$ cat src/rtl/cc_pkg.sv
// Shared constants and FSM state type for the code-calculator sequencer slice.
package cc_pkg;

  localparam int DATA_W = 4;
  localparam int OPT_W  = 3;
  localparam int OUT_W  = 10;
  localparam int N_OPND = 5;

  typedef enum logic [1:0] {
    IDLE   = 2'd0,
    LOAD   = 2'd1,
    SETTLE = 2'd2,
    OUT    = 2'd3
  } cc_state_t;

endpackage

$ cat src/rtl/cc_seq_ctrl_if.sv
// Host-side serial job interface: operand burst in, result and error pulses out.
interface cc_seq_ctrl_if #(
  parameter int DATA_W = cc_pkg::DATA_W,
  parameter int OPT_W  = cc_pkg::OPT_W,
  parameter int OUT_W  = cc_pkg::OUT_W
);
  import cc_pkg::*;

  logic              in_valid;
  logic [DATA_W-1:0] in_data;
  logic [OPT_W-1:0]  in_opt;
  logic              out_valid;
  logic [OUT_W-1:0]  out_data;
  logic              err;

  // Host drives the burst and collects the result.
  modport master (
    output in_valid, in_data, in_opt,
    input  out_valid, out_data, err
  );

  // Sequencer consumes the burst and returns the result.
  modport slave (
    input  in_valid, in_data, in_opt,
    output out_valid, out_data, err
  );

endinterface

$ cat src/rtl/cc_operand_bank.sv
// Five-entry operand register file plus option register feeding the CC core.
module cc_operand_bank #(
  parameter int DATA_W = cc_pkg::DATA_W,
  parameter int OPT_W  = cc_pkg::OPT_W
) (
  input  logic              clk,
  input  logic              rst_n,
  input  logic              wr_en,
  input  logic [2:0]        wr_idx,
  input  logic [DATA_W-1:0] wr_data,
  input  logic              opt_wr,
  input  logic [OPT_W-1:0]  opt_data,
  output logic [OPT_W-1:0]  cc_opt,
  output logic [DATA_W-1:0] cc_n0,
  output logic [DATA_W-1:0] cc_n1,
  output logic [DATA_W-1:0] cc_n2,
  output logic [DATA_W-1:0] cc_n3,
  output logic [DATA_W-1:0] cc_n4
);
  import cc_pkg::*;

  logic [DATA_W-1:0] opnd_q [N_OPND];
  logic [OPT_W-1:0]  opt_q;

  // Store one operand beat at wr_idx, and the option on the first beat only.
  always_ff @(posedge clk) begin
    if (!rst_n) begin
      for (int i = 0; i < N_OPND; i++) opnd_q[i] <= '0;
      opt_q <= '0;
    end else begin
      if (opt_wr) opt_q <= opt_data;
      for (int i = 0; i < N_OPND; i++) begin
        if (wr_en && (wr_idx == 3'(i))) opnd_q[i] <= wr_data;
      end
    end
  end

  assign cc_opt = opt_q;
  assign cc_n0  = opnd_q[0];
  assign cc_n1  = opnd_q[1];
  assign cc_n2  = opnd_q[2];
  assign cc_n3  = opnd_q[3];
  assign cc_n4  = opnd_q[4];

endmodule

$ cat src/rtl/cc_seq_ctrl.sv
// Sequencer around the combinational code calculator: collects a 5-beat
// operand burst, lets CC settle, then returns its result as a one-cycle pulse.
module cc_seq_ctrl #(
  parameter int DATA_W     = cc_pkg::DATA_W,
  parameter int OPT_W      = cc_pkg::OPT_W,
  parameter int OUT_W      = cc_pkg::OUT_W,
  parameter int SETTLE_CYC = 1
) (
  input  logic              clk,
  input  logic              rst_n,
  cc_seq_ctrl_if.slave      host,
  output logic [OPT_W-1:0]  cc_opt,
  output logic [DATA_W-1:0] cc_n0,
  output logic [DATA_W-1:0] cc_n1,
  output logic [DATA_W-1:0] cc_n2,
  output logic [DATA_W-1:0] cc_n3,
  output logic [DATA_W-1:0] cc_n4,
  input  logic [OUT_W-1:0]  cc_out
);
  import cc_pkg::*;

  cc_state_t        state;
  logic [2:0]       beat;
  logic [3:0]       settle;
  logic             out_valid_q;
  logic [OUT_W-1:0] result_q;
  logic             err_q;

  logic             bank_wr;
  logic [2:0]       bank_idx;
  logic             opt_wr;

  // Operand writes happen only while a burst is being accepted; IDLE takes beat 0.
  assign bank_wr  = host.in_valid && ((state == IDLE) || (state == LOAD));
  assign bank_idx = (state == IDLE) ? 3'd0 : beat;
  assign opt_wr   = host.in_valid && (state == IDLE);

  cc_operand_bank #(
    .DATA_W (DATA_W),
    .OPT_W  (OPT_W)
  ) u_bank (
    .clk      (clk),
    .rst_n    (rst_n),
    .wr_en    (bank_wr),
    .wr_idx   (bank_idx),
    .wr_data  (host.in_data),
    .opt_wr   (opt_wr),
    .opt_data (host.in_opt),
    .cc_opt   (cc_opt),
    .cc_n0    (cc_n0),
    .cc_n1    (cc_n1),
    .cc_n2    (cc_n2),
    .cc_n3    (cc_n3),
    .cc_n4    (cc_n4)
  );

  // Job FSM with registered pulses; result_q is held non-zero only in the OUT cycle.
  always_ff @(posedge clk) begin
    if (!rst_n) begin
      state       <= IDLE;
      beat        <= '0;
      settle      <= '0;
      out_valid_q <= 1'b0;
      result_q    <= '0;
      err_q       <= 1'b0;
    end else begin
      out_valid_q <= 1'b0;
      result_q    <= '0;
      err_q       <= 1'b0;
      case (state)
        IDLE: begin
          if (host.in_valid) begin
            beat  <= 3'd1;
            state <= LOAD;
          end
        end
        LOAD: begin
          if (host.in_valid) begin
            if (beat == 3'(N_OPND - 1)) begin
              beat   <= '0;
              settle <= '0;
              state  <= SETTLE;
            end else begin
              beat <= beat + 3'd1;
            end
          end else begin
            err_q <= 1'b1;
            beat  <= '0;
            state <= IDLE;
          end
        end
        SETTLE: begin
          if (host.in_valid) err_q <= 1'b1;
          if (settle == 4'(SETTLE_CYC - 1)) begin
            out_valid_q <= 1'b1;
            result_q    <= cc_out;
            settle      <= '0;
            state       <= OUT;
          end else begin
            settle <= settle + 4'd1;
          end
        end
        OUT: begin
          if (host.in_valid) err_q <= 1'b1;
          state <= IDLE;
        end
        default: state <= IDLE;
      endcase
    end
  end

  assign host.out_valid = out_valid_q;
  assign host.out_data  = result_q;
  assign host.err       = err_q;

endmodule

$ cat src/flat_wrapper.sv
// flat-port wrapper written by rule: the top's interface ports become plain ports
module cc_seq_ctrl_flat import cc_pkg::*;
#(
  parameter int DATA_W     = cc_pkg::DATA_W,
  parameter int OPT_W      = cc_pkg::OPT_W,
  parameter int OUT_W      = cc_pkg::OUT_W,
  parameter int SETTLE_CYC = 1
)
  (clk, rst_n, cc_opt, cc_n0, cc_n1, cc_n2, cc_n3, cc_n4, cc_out, host_in_valid, host_in_data, host_in_opt, host_out_valid, host_out_data, host_err);
  cc_seq_ctrl_if #(.DATA_W(DATA_W), .OPT_W(OPT_W), .OUT_W(OUT_W)) host_i ();
  input  logic clk;
  input  logic rst_n;
  output logic [OPT_W-1:0] cc_opt;
  output logic [DATA_W-1:0] cc_n0;
  output logic [DATA_W-1:0] cc_n1;
  output logic [DATA_W-1:0] cc_n2;
  output logic [DATA_W-1:0] cc_n3;
  output logic [DATA_W-1:0] cc_n4;
  input  logic [OUT_W-1:0] cc_out;
  input wire logic [$bits(host_i.in_valid)-1:0] host_in_valid;
  input wire logic [$bits(host_i.in_data)-1:0] host_in_data;
  input wire logic [$bits(host_i.in_opt)-1:0] host_in_opt;
  output wire logic [$bits(host_i.out_valid)-1:0] host_out_valid;
  output wire logic [$bits(host_i.out_data)-1:0] host_out_data;
  output wire logic [$bits(host_i.err)-1:0] host_err;
  assign host_i.in_valid = host_in_valid;
  assign host_i.in_data = host_in_data;
  assign host_i.in_opt = host_in_opt;
  assign host_out_valid = host_i.out_valid;
  assign host_out_data = host_i.out_data;
  assign host_err = host_i.err;
  cc_seq_ctrl #(.DATA_W(DATA_W), .OPT_W(OPT_W), .OUT_W(OUT_W), .SETTLE_CYC(SETTLE_CYC)) u_core (.clk(clk), .rst_n(rst_n), .host(host_i), .cc_opt(cc_opt), .cc_n0(cc_n0), .cc_n1(cc_n1), .cc_n2(cc_n2), .cc_n3(cc_n3), .cc_n4(cc_n4), .cc_out(cc_out));
endmodule
$ cat config.mk
export PLATFORM = sky130hd
export DESIGN_NAME = cc_seq_ctrl_flat
export DESIGN_NICKNAME = d
export VERILOG_FILES = /design/src/rtl/cc_pkg.sv /design/src/rtl/cc_seq_ctrl_if.sv /design/src/rtl/cc_operand_bank.sv /design/src/rtl/cc_seq_ctrl.sv /design/src/flat_wrapper.sv
export SDC_FILE = /design/constraint.sdc
export NUM_CORES = 1
export LEC_CHECK = 0
export BUFFER_PORTS_ARGS = -buffer_cell sky130_fd_sc_hd__clkbuf_2
export CORE_MARGIN = 5
export CORE_UTILIZATION = 44
export CTS_CLUSTER_SIZE = 25
export DETAILED_ROUTE_END_ITERATION = 16
export GPL_TIMING_DRIVEN = 0
export PLACE_DENSITY_LB_ADDON = 0.3
export SETUP_SLACK_MARGIN = 0.05
export SLEW_MARGIN = 25
export SYNTH_ARGS = -nofsm -noshare
export SYNTH_HDL_FRONTEND = slang
export SYNTH_SLANG_ARGS = --single-unit
export TNS_END_PERCENT = 50
$ cat constraint.sdc
create_clock -name clk -period 1.7 [get_ports clk]
set_clock_uncertainty 0.2 [all_clocks]
set_input_delay 0.34 -clock clk [delete_from_list [all_inputs] [get_ports clk]]
set_output_delay 0.34 -clock clk [all_outputs]
set_load 0.02 [all_outputs]
== Word level (Yosys, flattened, before mapping) ==
Memories as Yosys holds them, arrays and structs flattened.
Index checks and enable logic that the tools add are counted.

* Add/sub/neg operators: 2
* Eq/ne operators: 13
* Muxes and demuxes: 39
* Bitwise gates (word level): 5
* Reductions and logical operators: 19

{| class="wikitable"
|+ Operators by type and width
! operator !! count
|-
| $mux W4 || 8
|-
| $mux W1 || 19
|-
| $mux W3 || 4
|-
| $reduce_and A3 Y1 || 3
|-
| $mux W2 || 4
|-
| $pmux W2 S4 || 1
|-
| $pmux W4 S2 || 1
|-
| $logic_and A1 B1 Y1 || 7
|-
| $eq A3 B2 Y1 const B || 2
|-
| $eq A3 B3 Y1 const B || 2
|-
| $ne A2 B2 Y1 const B || 3
|-
| $pmux W3 S2 || 1
|-
| $or A1 B1 Y1 || 5
|-
| $add A4 B1 Y4 const B || 1
|-
| $eq A2 B2 Y1 const B || 2
|-
| $logic_not A4 Y1 || 1
|-
| $reduce_and A2 Y1 || 2
|-
| $reduce_bool A2 Y1 || 2
|-
| $add A3 B1 Y3 const B || 1
|-
| $eq A3 B1 Y1 const B || 1
|-
| $logic_not A3 Y1 || 1
|-
| $ne A3 B3 Y1 const B || 1
|-
| $eq A2 B1 Y1 const B || 1
|-
| $logic_not A2 Y1 || 1
|-
| 4 further kinds || 4
|}

* Bits in registers: 24
* Bits in writable memories: 20
* Bits of input ports: 20
* Word-level logic and storage cells: 86
* Memories kept: 1

{| class="wikitable"
|+ Memories
! memory !! depth !! bits a word !! read ports !! clocked after memory_dff !! write ports !! line !! source
|-
| u_core.u_bank.opnd_q || 5 || 4 || 5 || 0 || 5 || cc_operand_bank.sv:22 || <nowiki>logic [DATA_W-1:0] opnd_q [N_OPND];</nowiki>
|}

== Depth between registers and ports, before layout ==
* Depth after elaboration: 8
* Depth in mapped cells: 6
* Depth with buffers taken out: 5

== Cells and area by module ==
A second synthesis with hierarchy kept.

* Cell total of the unflattened synthesis: 135
* Area total of the unflattened synthesis: 1667.8 µm²

{| class="wikitable"
|+ Modules (own cells, without submodules)
! module !! instances !! cells an instance !! area an instance (µm²) !! sequential area each (µm²)
|-
| cc_seq_ctrl || 1 || 90 || 863.3 || 420.4
|-
| cc_operand_bank || 1 || 45 || 804.5 || 660.6
|}

== Worst setup path after synthesis ==
No wires, ideal clock.

* Path type: reg2reg
* From: reg u_core.state[0]
* To: mem u_core.u_bank.opnd_q[2][2], in the netlist u_core.u_bank.opnd_q[0][10], enable pin
* Library setup time: 361 ps
* Arrival: 1253 ps
* Path slack: -114 ps
* Stages on the path, launching flop included: 5
* Period minus slack after synthesis: 1814 ps
* Path through: dfxtp_1 buf_6 nand3b_4 or3_1 o21ai_0

{| class="wikitable"
|+ RTL lines
! what !! line !! source
|-
| start, declared || cc_seq_ctrl.sv:22 || <nowiki>cc_state_t state;</nowiki>
|-
| start signal, assigned || cc_seq_ctrl.sv:60 || <nowiki>state <= IDLE;</nowiki>
|-
| start signal, assigned || cc_seq_ctrl.sv:74 || <nowiki>state <= LOAD;</nowiki>
|-
| start signal, assigned || cc_seq_ctrl.sv:82 || <nowiki>state <= SETTLE;</nowiki>
|-
| end, declared || cc_operand_bank.sv:22 ||
|}

==> results.md <==
* Detail Route Antenna Nets at 0
* Clock sinks at 44
* Critical Path Fanout Max at 4
* Total power at 2.16 mW
* Share of cells above drive strength 1 at 47.3%
* Top_reg_cell synth: dfxtp_1
* IO buf count at 54
* Max Fclk at 0.619 GHz
* PD cells at 954 nW/µm²
* Die width at 72.0 µm
* Path length in cells of the critical path at 4
* HP Class: primary input to flip-flop
* TritonCTS clock tree: built
* DRT Wirelength at 3.53 mm
* Top cell type's share of synthesized area at 35.5%
* Seq/Total Area, Yosys at 63.9%
* Number of global-route vias before repair at 1267
* Avg Inst Size Synth at 12.7 µm²
* First-pass DRT Iterations at 4
* DP Area at 2030 µm²
* WL/cell at 14.1 µm
* Number of H-tree levels at 2
* Most frequent cell after synthesis: dfxtp_1
* Final Wtd Congestion at 0.741
* Critical Path Sink Type: flip-flop
* Net count after synthesis at 157
* Initial core utilization at 45.9%
* Number of inserted diodes at 0
* MaxCap Viol Count at 0
* Most frequent cells after synthesis: 24 x dfxtp_1, 20 x edfxtp_1, 15 x and2_1
* Detail Placement HPWL at 2.65 mm
* XOR/XNOR Fraction of Synth Area at 0%
* Post-synthesis instance area at 1690 µm²
* Placement row count at 22
* CP peak stage delay at 380 ps
* Hold Path Depth at 2
* Final Hold Vio Count at 0
* Synthesized instance count at 133
* Minimum clock period at 1620 ps
* Core area at 3690 µm²
* Pin count of the biggest net entering global routing at 15
* Die height at 72.0 µm
* # hold bufs at CTS at 0
* Gr usage total at 14.3%
* Mux contribution to synthesized area at 2.37%
* Root buffer cell: clkbuf_8
* Post-synthesis compound-gate area fraction at 9.09%
* Post-place setup slack at -218 ps
* Final setup margin at 83.8 ps
* Largest family of logic cells by synthesized area: simple AND/OR/NAND/NOR gates
* Final Setup Violations at 0
* Final Max Tran Viols at 0
* Top cells by area, synth: edfxtp_1 35%, dfxtp_1 28%, and2_1 5.5%, ha_1 3.0%, mux2i_1 2.4%
* RSZ-0062 raised after global routing: true
* Max stage delay cell, worst path: or3_4
* LEAKAGE at 1.01 nW
* Cell taking the most area after synthesis: edfxtp_1
* Layout Nets at 226
* Die area at 5190 µm²
* Fillers at 305
* CTS max path bufs at 2
* Critical path launch point type: flip-flop
* Grt total ovfl at 0
* Post-route insts no fill at 251
* Outcome: completed
* Footprint of the multi-input gates at 603 µm²
* CP required at 1490 ps
* First-pass GRT wire length at 5.70 mm
* Post-route setup TNS at 0 ps
* Syn. warnings at 0
* Ys async rst share at 0%
* Worst Reg-to-Reg Cells at 4
* Synth Area in Adders at 2.96%
* Peak supply drop at 419 µV
* Storage cell area at 1090 µm²
* Initial antenna violation count at 0
* Simple-Gate Fraction of Synth Area at 18.0%
* DRC at 0
* Critical-path cell list: buf_6, nand3b_4, or3_4, o21ai_4
* EDFF count, synth at 20
* Final instance area at 2270 µm²
* Fin crit share at 95.1%
* Slew HR at 64.6%
* Clock Pin Slew Worst Setup and Hold Paths at 80 ps
* Crit path buffers/inverters at 1
* Initial drt markers at 48
* Critical Path AT at 1410 ps
* Number of CTS-inserted buffers at 5
* DP Cell Count at 235
* Tightest Pin Transition at 525 ps
* CP Class: flip-flop to flip-flop
* Via count at 1244
* Count of cell types in the netlist at 34
* Area delta synth->final at 34.0%
* CP top delay family: simple AND/OR/NAND/NOR gates
* Vias per cell at 4.96
* Synthesis-stage register bit count at 44
* Clock Latency Late Sink at 290 ps
* I/O pins at 55
==> registers in the layout (all words and copies together) (netlist names), named ones only <==
register,count
u_core.beat,3
u_core.host.out_valid,1
u_core.u_bank.opnd_q,20
u_core.settle,4
u_core.host.out_data,10
u_core.host.err,1
u_core.u_bank.cc_opt,3
u_core.state,1
==> power breakdown <==
part / internal [mW] / switching (mW)
Sequential: 1.15 / 0.0154
Clock: 0.480 / 0.336
Combinational: 0.0721 / 0.115
==> worst register-to-register path, cell delays in order (launching register included) <==
cell      delay (ps)
dfxtp_2          340
buf_6            110
nand3b_4          90
or3_4            380
o21ai_4          200
==> metal layers <==
layer / routed length [µm] / up-vias / track usage (%)
li1: - / 609 / -
met1: 1240 / 595 / 14.2
met3: 209 / 8 / 3.32
met2: 2010 / 32 / 26.8
met5: 0 / - / 0
met4: 66 / 0 / 8.35
==> timing repair <==
action	in CTS	in global routing
endpoints found under the setup margin	37	44
pin swaps	3	3
setup buffers	7	1
hold endpoints to repair	0	0
resized for setup	14	7
==> cells in the final DEF, fill, tap and decap left out, types with 2 or more instances in the layout <==
cell      instances
clkbuf_2         54
edfxtp_1         20
dfxtp_1          18
and2_1           14
buf_4             8
nand2_1           7
inv_1             6
nor2_1            6
dfxtp_2           6
clkbuf_8          6
o21ai_0           4
mux2i_1           4
nand3_1           3
a21oi_1           3
o211ai_1          3
ha_1              3
buf_6             2
buf_2             2
nand3b_4          2
o21ai_4           2
a32oi_1           2
nor3b_4           2
nor3b_1           2
nand2b_1          2
==> cells by family after synthesis <==
group / Yosys count
buffers and inverters: 12
muxes: 4
and+or+nand+nor: 46
AOI/OAI and AO/OA: 23
adders and majority gates: 4
DFF: 44
==> final timing paths <==
check,end,startpoint,slack [ps]
min reg2reg,u_core.u_bank.cc_opt[1]$_SDFFE_PN0P_,u_core.u_bank.cc_opt[1]$_SDFFE_PN0P_,320
max,u_core.u_bank.opnd_q[0][9]$_DFFE_PP_,u_core.state[0]$_SDFFE_PN0P_,80
min,u_core.host.out_data[3]$_SDFF_PN0_,cc_out[3],40
max reg2reg,u_core.u_bank.opnd_q[0][9]$_DFFE_PP_,u_core.state[0]$_SDFFE_PN0P_,80
==> area by class of cell <==
type                            count  share of cell area, %
Tap cell                           48                   2.65
Clock inverter                      2                   1.71
Sequential cell                    44                   48.0
Timing Repair Buffer               62                   14.6
Buffer                              4                   1.43
Clock buffer                        6                   3.64
Multi-Input combinational cell     77                   26.6
Inverter                            8                   1.43
==> stage by stage <==
step	hold WS (ps)	util (%)
2_1_floorplan	262	-
3_3_place_gp	273	55.1
3_5_place_dp	299	55.1
4_1_cts	36.1	60.7
5_1_grt	35.1	61.5
6_report	43.5	61.5
Note: power is estimated with default switching activity, not from simulation.
